`config.mk`:
```
export PLATFORM = sky130hd
export DESIGN_NAME = mul_div_seq_flat
export DESIGN_NICKNAME = d
export VERILOG_FILES = /design/src/rtl/mul_div_seq_if.sv /design/src/rtl/mul_div_seq.sv /design/src/flat_wrapper.sv
export SDC_FILE = /design/constraint.sdc
export NUM_CORES = 1
export LEC_CHECK = 0
export BUFFER_PORTS_ARGS = -buffer_cell sky130_fd_sc_hd__clkbuf_2
export CORE_AREA = 5 5 190 119
export CTS_CLUSTER_SIZE = 40
export DETAILED_ROUTE_END_ITERATION = 7
export DIE_AREA = 0 0 195 124
export GPL_TIMING_DRIVEN = 0
export PLACE_DENSITY_LB_ADDON = 0.08
export RECOVER_POWER = 25
export SLEW_MARGIN = 40
export SYNTH_ARGS = -nofsm -noshare
export SYNTH_HDL_FRONTEND = slang
export SYNTH_SLANG_ARGS = --single-unit
```
`constraint.sdc`:
```
create_clock -name clk -period 3.3 [get_ports clk]
set_input_delay 0.495 -clock clk [delete_from_list [all_inputs] [get_ports clk]]
set_output_delay 0.495 -clock clk [all_outputs]
set_load 0.1 [all_outputs]
```
`src/rtl/mul_div_seq_if.sv`:
```
// Request / write-back bundle between the register bank and mul_div_seq.
//   start, op, src1, src2, rd : request side (driven by the issuing master)
//   busy, done, we, a3, wd3   : status and bank write-port side (driven by the unit)
interface mul_div_seq_if #(
  parameter int unsigned XLEN = 32
);
  logic            start;
  logic [1:0]      op;
  logic [XLEN-1:0] src1;
  logic [XLEN-1:0] src2;
  logic [4:0]      rd;
  logic            busy;
  logic            done;
  logic            we;
  logic [4:0]      a3;
  logic [XLEN-1:0] wd3;

  modport master (
    output start, op, src1, src2, rd,
    input  busy, done, we, a3, wd3
  );

  modport slave (
    input  start, op, src1, src2, rd,
    output busy, done, we, a3, wd3
  );
endinterface

```
`src/rtl/mul_div_seq.sv`:
```
// Iterative unsigned multiply/divide unit (MUL, MULHU, DIVU, REMU).
// Latches operands on start, iterates XLEN cycles, then issues one
// write-back cycle to the register bank.
//   clk   : clock, rising edge
//   reset : synchronous, active-high
//   bus   : slave side of mul_div_seq_if (request in, status/write-back out)
module mul_div_seq #(
  parameter int unsigned XLEN = 32
) (
  input  logic          clk,
  input  logic          reset,
  mul_div_seq_if.slave  bus
);

  localparam int unsigned CW = $clog2(XLEN);

  typedef enum logic [1:0] {S_IDLE, S_CALC, S_WB} state_t;

  state_t          r_state;
  state_t          w_state_nxt;
  logic [CW-1:0]   r_cnt;
  logic [1:0]      r_op;
  logic [XLEN-1:0] r_b;
  logic [XLEN-1:0] r_hi;
  logic [XLEN-1:0] r_lo;
  logic [4:0]      r_rd;
  logic [4:0]      r_a3;
  logic [XLEN-1:0] r_wd3;

  logic            w_div0;
  logic            w_last;
  logic [XLEN:0]   w_mul_sum;
  logic [XLEN:0]   w_shift;
  logic            w_ge;
  logic [XLEN-1:0] w_diff;
  logic [XLEN-1:0] w_hi_nxt;
  logic [XLEN-1:0] w_lo_nxt;

  assign w_div0 = bus.op[1] && (bus.src2 == '0);
  assign w_last = (r_cnt == CW'(XLEN - 1));

  // r_hi/r_lo are shared: {hi,lo} is the product accumulator for multiply,
  // and partial remainder / dividend-becoming-quotient for divide.
  // Multiply: add to the high half, then shift the whole pair right.
  assign w_mul_sum = {1'b0, r_hi} + (r_lo[0] ? {1'b0, r_b} : '0);
  // Divide: shift in next dividend bit to form the XLEN+1-bit trial remainder.
  assign w_shift   = {r_hi, r_lo[XLEN-1]};
  assign w_ge      = (w_shift >= {1'b0, r_b});
  // When w_ge holds the true difference fits in XLEN bits.
  assign w_diff    = w_shift[XLEN-1:0] - r_b;

  always_comb begin
    w_hi_nxt = r_hi;
    w_lo_nxt = r_lo;
    if (r_op[1]) begin
      w_hi_nxt = w_ge ? w_diff : w_shift[XLEN-1:0];
      w_lo_nxt = {r_lo[XLEN-2:0], w_ge};
    end else begin
      w_hi_nxt = w_mul_sum[XLEN:1];
      w_lo_nxt = {w_mul_sum[0], r_lo[XLEN-1:1]};
    end
  end

  always_comb begin
    w_state_nxt = r_state;
    unique case (r_state)
      S_IDLE:  if (bus.start) w_state_nxt = w_div0 ? S_WB : S_CALC;
      S_CALC:  if (w_last)    w_state_nxt = S_WB;
      S_WB:    w_state_nxt = S_IDLE;
      default: w_state_nxt = S_IDLE;
    endcase
  end

  always_ff @(posedge clk) begin
    if (reset) r_state <= S_IDLE;
    else       r_state <= w_state_nxt;
  end

  always_ff @(posedge clk) begin
    if (reset) begin
      r_cnt <= '0;
      r_op  <= '0;
      r_b   <= '0;
      r_hi  <= '0;
      r_lo  <= '0;
      r_rd  <= '0;
      r_a3  <= '0;
      r_wd3 <= '0;
    end else begin
      unique case (r_state)
        S_IDLE: begin
          if (bus.start) begin
            r_op  <= bus.op;
            r_b   <= bus.src2;
            r_rd  <= bus.rd;
            r_cnt <= '0;
            r_hi  <= '0;
            r_lo  <= bus.src1;
            if (w_div0) begin
              r_wd3 <= bus.op[0] ? bus.src1 : '1;
              r_a3  <= bus.rd;
            end
          end
        end
        S_CALC: begin
          r_hi  <= w_hi_nxt;
          r_lo  <= w_lo_nxt;
          r_cnt <= r_cnt + 1'b1;
          if (w_last) begin
            // High half holds MULHU result / remainder; low half MUL / quotient.
            r_wd3 <= r_op[0] ? w_hi_nxt : w_lo_nxt;
            r_a3  <= r_rd;
          end
        end
        default: ;
      endcase
    end
  end

  assign bus.busy = (r_state != S_IDLE);
  assign bus.done = (r_state == S_WB);
  assign bus.we   = (r_state == S_WB) && (r_a3 != '0);
  assign bus.a3   = r_a3;
  assign bus.wd3  = r_wd3;

endmodule

```
`src/flat_wrapper.sv`:
```
// flat-port wrapper written by rule: the top's interface ports become plain ports
module mul_div_seq_flat 
#(
  parameter int unsigned XLEN = 32
)
  (clk, reset, bus_start, bus_op, bus_src1, bus_src2, bus_rd, bus_busy, bus_done, bus_we, bus_a3, bus_wd3);
  mul_div_seq_if #(.XLEN(XLEN)) bus_i ();
  input  logic clk;
  input  logic reset;
  input wire logic [$bits(bus_i.start)-1:0] bus_start;
  input wire logic [$bits(bus_i.op)-1:0] bus_op;
  input wire logic [$bits(bus_i.src1)-1:0] bus_src1;
  input wire logic [$bits(bus_i.src2)-1:0] bus_src2;
  input wire logic [$bits(bus_i.rd)-1:0] bus_rd;
  output wire logic [$bits(bus_i.busy)-1:0] bus_busy;
  output wire logic [$bits(bus_i.done)-1:0] bus_done;
  output wire logic [$bits(bus_i.we)-1:0] bus_we;
  output wire logic [$bits(bus_i.a3)-1:0] bus_a3;
  output wire logic [$bits(bus_i.wd3)-1:0] bus_wd3;
  assign bus_i.start = bus_start;
  assign bus_i.op = bus_op;
  assign bus_i.src1 = bus_src1;
  assign bus_i.src2 = bus_src2;
  assign bus_i.rd = bus_rd;
  assign bus_busy = bus_i.busy;
  assign bus_done = bus_i.done;
  assign bus_we = bus_i.we;
  assign bus_a3 = bus_i.a3;
  assign bus_wd3 = bus_i.wd3;
  mul_div_seq #(.XLEN(XLEN)) u_core (.clk(clk), .reset(reset), .bus(bus_i));
endmodule
```
## Word-level counts from Yosys, hierarchy flattened

Index checks and enable logic that the tools add are counted.

- Flip-flop bits (word level): 147
- Input port bits: 74
- Output and inout port bits: 40
- Word-level logic and storage cells: 54

- $add $sub $neg: 3
- Magnitude comparators: 1
- Equality and inequality tests: 6
- Muxes and demuxes: 24
- Reductions and logical operators: 11

Operator list:

| operator | count |
|---|---|
| $mux W32 | 11 |
| $pmux W32 S2 | 3 |
| $add A32 B33 Y33 | 1 |
| $ge A33 B32 Y1 | 1 |
| $logic_not A32 Y1 | 1 |
| $sub A32 B32 Y32 | 1 |
| $mux W5 | 4 |
| $pmux W5 S2 | 2 |
| $mux W2 | 3 |
| $reduce_and A2 Y1 | 3 |
| $add A5 B1 Y5 const B | 1 |
| $eq A5 B5 Y1 const B | 1 |
| $reduce_bool A5 Y1 | 1 |
| $ne A2 B1 Y1 const B | 2 |
| $pmux W2 S2 | 1 |
| $reduce_and A4 Y1 | 1 |
| $reduce_bool A2 Y1 | 2 |
| $eq A2 B1 Y1 const B | 1 |
| $eq A2 B2 Y1 const B | 1 |
| $logic_and A1 B1 Y1 | 2 |
| $logic_not A2 Y1 | 1 |
| $ne A2 B2 Y1 const B | 1 |

## Logic depth before layout (Yosys ltp)

- Depth after elaboration: 6
- Mapped depth: 14
- Mapped depth without buffers: 13

## Worst setup path after synthesis

OpenSTA, ideal clock, no wires.

- Kind: register to register
- Start point: register u_core.r_lo[0]
- End point: register u_core.r_wd3[31] (netlist: u_core.bus.wd3[31])
- Library setup time: 88 ps
- Data arrival time: 3072 ps
- Required time: 3212 ps
- Setup slack: 140 ps
- Cell stages (with the launch flop): 14
- Path buffers: 0
- Clock period less this slack: 3160 ps
- Path through: dfxtp_1 and2_1 ha_1 inv_1 fa_1 and2b_1 o2111ai_1 a211oi_1 a21o_1 a21bo_2 a211oi_1 nor4b_1 or4_1 a311oi_2

- Cells in the longest elaborated chain, start to end: 6
- Elaborated cells between the ends (all ways): 7
- Those cells by class: 1 x add/sub; 6 x mux

RTL lines:

| element | RTL line | text |
|---|---|---|
| start, declared | mul_div_seq.sv:25 | `logic [XLEN-1:0] r_lo;` |
| start signal, assigned | mul_div_seq.sv:98 | `r_lo <= bus.src1;` |
| start signal, assigned | mul_div_seq.sv:107 | `r_lo <= w_lo_nxt;` |
| $mux W32 * | mul_div_seq.sv:45 | `assign w_mul_sum = {1'b0, r_hi} + (r_lo[0] ? {1'b0, r_b} : '0);` |
| $add A32 B33 Y33 * | mul_div_seq.sv:45 |  |
| $mux W32 | mul_div_seq.sv:55 | `if (r_op[1]) begin` |
| $mux W32 * | mul_div_seq.sv:111 | `r_wd3 <= r_op[0] ? w_hi_nxt : w_lo_nxt;` |
| $mux W32 * | mul_div_seq.sv:109 | `if (w_last) begin` |
| $pmux W32 S2 * | mul_div_seq.sv:90 | `unique case (r_state)` |
| end signal, assigned | mul_div_seq.sv:100 | `r_wd3 <= bus.op[0] ? bus.src1 : '1;` |
| end signal, assigned | mul_div_seq.sv:111 |  |
| end, declared | mul_div_seq.sv:28 | `logic [XLEN-1:0] r_wd3;` |

Every way passes the cells marked *; elsewhere a longest branch is shown, timed or not. The select of a mux whose other input is x is not followed.
A chain may end at the register's enable or synchronous reset.

## Final worst setup path

- Start point: register u_core.r_lo[31]
- End point: register u_core.r_wd3[22] (netlist: u_core.bus.wd3[22])

- Cells in the longest elaborated chain, start to end: 6
- Elaborated cells between the ends (all ways): 7
- Those cells by class: 1 x add/sub; 1 x order compare; 5 x mux

RTL lines:

| element | RTL line | text |
|---|---|---|
| $sub A32 B32 Y32 or $ge A33 B32 Y1 (tied branches) | mul_div_seq.sv:50, mul_div_seq.sv:48 |  |
| $mux W32 * | mul_div_seq.sv:56 | `w_hi_nxt = w_ge ? w_diff : w_shift[XLEN-1:0];` |
| $mux W32 * | mul_div_seq.sv:55 |  |
| $mux W32 * | mul_div_seq.sv:111 |  |
| $mux W32 * | mul_div_seq.sv:109 |  |
| $pmux W32 S2 * | mul_div_seq.sv:90 |  |

Marked as above.

==> results.toml <==
[sta]
setup_ws_ps = -56.4
tightest_slew_ps = 1190
drv_slew = 0
hold_viol = 0
fin_hold_ws_ps = 283
worst_clock_skew_ps = 7.48
post-route-min-period_ps = 3360
setup-violations-final = 3
relSlewSlack = 0.212
rsz0062_at_grt = "true"
tns_ps = -84.2
timing.final.crit_share = 1.02
fmax_mhz = 298

[floorplanning]
die-width_um = 195
row_count = 41
initial_utilization = 0.541
pin_count = 114
dieArea_mm2 = 0.0242
core_area_mm2 = 0.0206
die_y_um = 124

[global_route]
grt_max_degree = 17
grt_util_met1 = 0.521
grt_overflow = 0
grt.met3_usage = 0.0965
grt_pass1_vias = 11200
gr-usage-met2 = 0.513
grt.total_usage = 0.355
grt_pass1_wl_um = 66300
busiest_layer = "met1"
antenna_found_initial = 0

[clock_network]
numClockSinks = 147
clockBufferDepth = 2
cts-root-buf = "clkbuf_16"
cts_tree = "yes"
clock_latency_ps = 440
clk_pin_slew_ps = 70
cts_htree_levels = 4
hold_buffers = 0
cts_buffers = 17

[synthesis]
synth_nets = 1602
yosysSeqAreaShare = 0.264
avgSynthCellArea_um2 = 7.64
syn-cell-area_mm2 = 0.0111
synthArstFlopShare = 0
synth_warnings = 0
synth_edf_count = 0
synth_mux_area_frac = 0.0561
synth.area.top_cells = "dfxtp_1 (26%), ha_1 (7.4%), nand2_1 (6.8%)"
synth_cells = 1460
synthFlopType = "dfxtp_1"
synthSimpleGateAreaFrac = 0.221
ys_seq_elements = 147
synth.distinct_cells = 97
synthXorXnorAreaFrac = 0.0415
synth_top_cell_by_area = "dfxtp_1"
synth_top_area_frac = 0.264
synth_fa_ha_area_frac = 0.0777
synth-compound-area-share = 0.284
synth_top_family_by_area = "compound AO/OA/AOI/OAI gates"

[placement]
gp_congestion = 0.987
dpl.hpwl_um = 34200
io_buffers = 113

[critical_path]
worstSetupPathType = "flop to flop"
rr_worst_depth = 13
crit_fanout = 5
ff2ff_setup_slack_ps = -60
worstSetupStartpoint = "u_core.r_lo[31]$_SDFFE_PP0P_"
crit_path_frequent_cell = "a21oi_4"
max_stage_delay_ps = 460
critPathRequiredTime_ps = 3640
worstPathArrival_ps = 3700
startpoint_type = "flop"
crit_buf_inv = 2
cp_cell_sequence = "inv_4, ha_2, inv_1, fa_2, a21o_1, a221o_2, a21oi_4, a21oi_4, a31oi_4, xor2_2, o21ai_1, mux4_2, a31o_1"
r2r-start = "u_core.r_lo[31]$_SDFFE_PP0P_"
path_delay_family = "compound AO/OA/AOI/OAI gates"
r2r_end = "u_core.bus.wd3[22]$_SDFFE_PP0P_"
cp_num_cells = 13
slowest_stage = "mux4_2"
setup.worst_path.end_class = "flop"
worstSetupEndpoint = "u_core.bus.wd3[22]$_SDFFE_PP0P_"

[layout]
antennaDiodeCount = 0
layout.nets = 1758
drive_gt1_frac = 0.184
final_util = 0.650
syn_to_final_growth_pct = 20.2

[pwr]
p_per_area_mw_per_mm2 = 419
p_leak_nw = 5.32
peakVddDrop_mv = 0.400
p_total_mw = 5.62

[outcome]
status = "complete, but fails checks"
failed_checks = "setup timing"

[routing]
vias_per_cell = 6.51
drcViolationCount = 0
num_vias = 12400
drt-wirelength-per-cell_um = 23.5
ant_nets = 0
wirelength_um = 44900
drt-pass1-iter-count = 6
drt_iter0_markers = 1895

[hold_path]
whs_path_depth = 3
holdCritPathClass = "input pin to flop"

[run]
maxCapViolCount = 0
-- per-layer routing --
| layer | part of all wire | vias up |
|---|---|---|
| li1 | - | 5626 |
| met1 | 0.43 | 5916 |
| met2 | 0.40 | 782 |
| met3 | 0.14 | 90 |
| met4 | 0.022 | 0 |
| met5 | 0 | - |
-- cells by family after synthesis --
kind of cell,after synthesis
AOI/OAI and AO/OA,453
xor gates and xnor gates,52
and+or+nand+nor,534
muxes,57
adders and majority gates,68
buffers and inverters,149
DFF,147
-- worst min path at each step --
stage                                               start                         endpoint  slack (ps)
final                                           bus_rd[4]      u_core.r_rd[4]$_SDFFE_PP0P_         280
after detailed placement  u_core.bus.wd3[13]$_SDFFE_PP0P_  u_core.bus.wd3[13]$_SDFFE_PP0P_         430
after global routing                            bus_rd[4]      u_core.r_rd[4]$_SDFFE_PP0P_         290
after CTS                                    bus_src2[18]      u_core.r_b[18]$_SDFFE_PP0P_         280
after floorplan              u_core.r_cnt[3]$_SDFFE_PP0P_     u_core.r_cnt[3]$_SDFFE_PP0P_         430
after global placement    u_core.bus.wd3[13]$_SDFFE_PP0P_  u_core.bus.wd3[13]$_SDFFE_PP0P_         430
-- tightest hold or removal path: stages --
cell and delay (ps):
clkbuf_2 90, nand2_1 50, a21oi_1 50
-- sequential cells by signal (all words and copies together), names as in the netlist --
name,cells
u_core.bus.a3,5
u_core.bus.wd3,32
u_core.r_cnt,5
u_core.r_state,2
u_core.r_b,32
u_core.r_lo,32
u_core.r_op,2
u_core.r_rd,5
u_core.r_hi,32
-- timing repair --
action | in CTS | in global routing
setup endpoints to repair | 58 | 59
hold endpoints to repair | 0 | 0
buffers inserted | 16 | 16
pin swaps | 27 | 39
resized for setup | 62 | 77
-- stage by stage --
step / instance area [um2] / instances / setup WS [ps]
final: 13400 / 1908 / -56.4
after global routing: 13400 / 1908 / -142
after CTS: 13100 / 1898 / -67.3
after detailed placement: 12100 / 1852 / -967
after global placement: 12100 / 1852 / -957
after floorplan: 11100 / 1460 / 140
-- placed cells by master (no fill, tap or decap), types with 11 or more instances in the layout --
| master | netlist | layout |
|---|---|---|
| nand2_1 | 203 | 200 |
| dfxtp_1 | 147 | 138 |
| a21oi_1 | 142 | 132 |
| nor2_1 | 135 | 131 |
| clkbuf_1 | 73 | 104 |
| clkbuf_2 | 0 | 78 |
| ha_1 | 66 | 52 |
| inv_1 | 50 | 47 |
| o21ai_0 | 55 | 43 |
| nand3_1 | 41 | 41 |
| and2_1 | 38 | 35 |
| mux2i_1 | 37 | 35 |
| buf_4 | 1 | 33 |
| a21o_1 | 29 | 28 |
| xor2_1 | 29 | 28 |
| a221oi_1 | 28 | 26 |
| o211ai_1 | 24 | 24 |
| nor3_1 | 23 | 22 |
| nor2b_1 | 19 | 19 |
| xnor2_1 | 22 | 19 |
| o21a_1 | 17 | 17 |
| clkbuf_16 | 0 | 17 |
| mux2_2 | 15 | 15 |
| a211oi_1 | 16 | 14 |
| and3_1 | 13 | 13 |
| nand4_1 | 13 | 13 |
| o22ai_1 | 12 | 12 |
| o21ai_1 | 3 | 11 |
-- where the power goes --
| group | internal, mW | switching (mW) |
|---|---|---|
| logic | 0.599 | 1.03 |
| clock network | 1.20 | 0.870 |
| registers | 1.85 | 0.0797 |
| total | 3.64 | 1.98 |
-- cells in the mapped netlist, types with 10 or more instances --
library cell / number
nand2_1: 203
dfxtp_1: 147
a21oi_1: 142
nor2_1: 135
clkbuf_1: 73
ha_1: 66
o21ai_0: 55
inv_1: 50
nand3_1: 41
and2_1: 38
mux2i_1: 37
a21o_1: 29
xor2_1: 29
a221oi_1: 28
o211ai_1: 24
nor3_1: 23
xnor2_1: 22
nor2b_1: 19
o21a_1: 17
a211oi_1: 16
mux2_2: 15
and3_1: 13
nand4_1: 13
o22ai_1: 12
a311oi_1: 11
a31oi_1: 10
nand2b_1: 10
-- area by class of cell --
class	instances	area [um2]
buffer	89	428
clock buffer	21	440
clock inverter	11	155
fill	1894	7220
inverter	52	198
multi-input combinational	1164	8100
sequential	147	2960
tap	279	349
timing repair buffer	145	771
No activity file was read; power rests on OpenSTA's default activity.
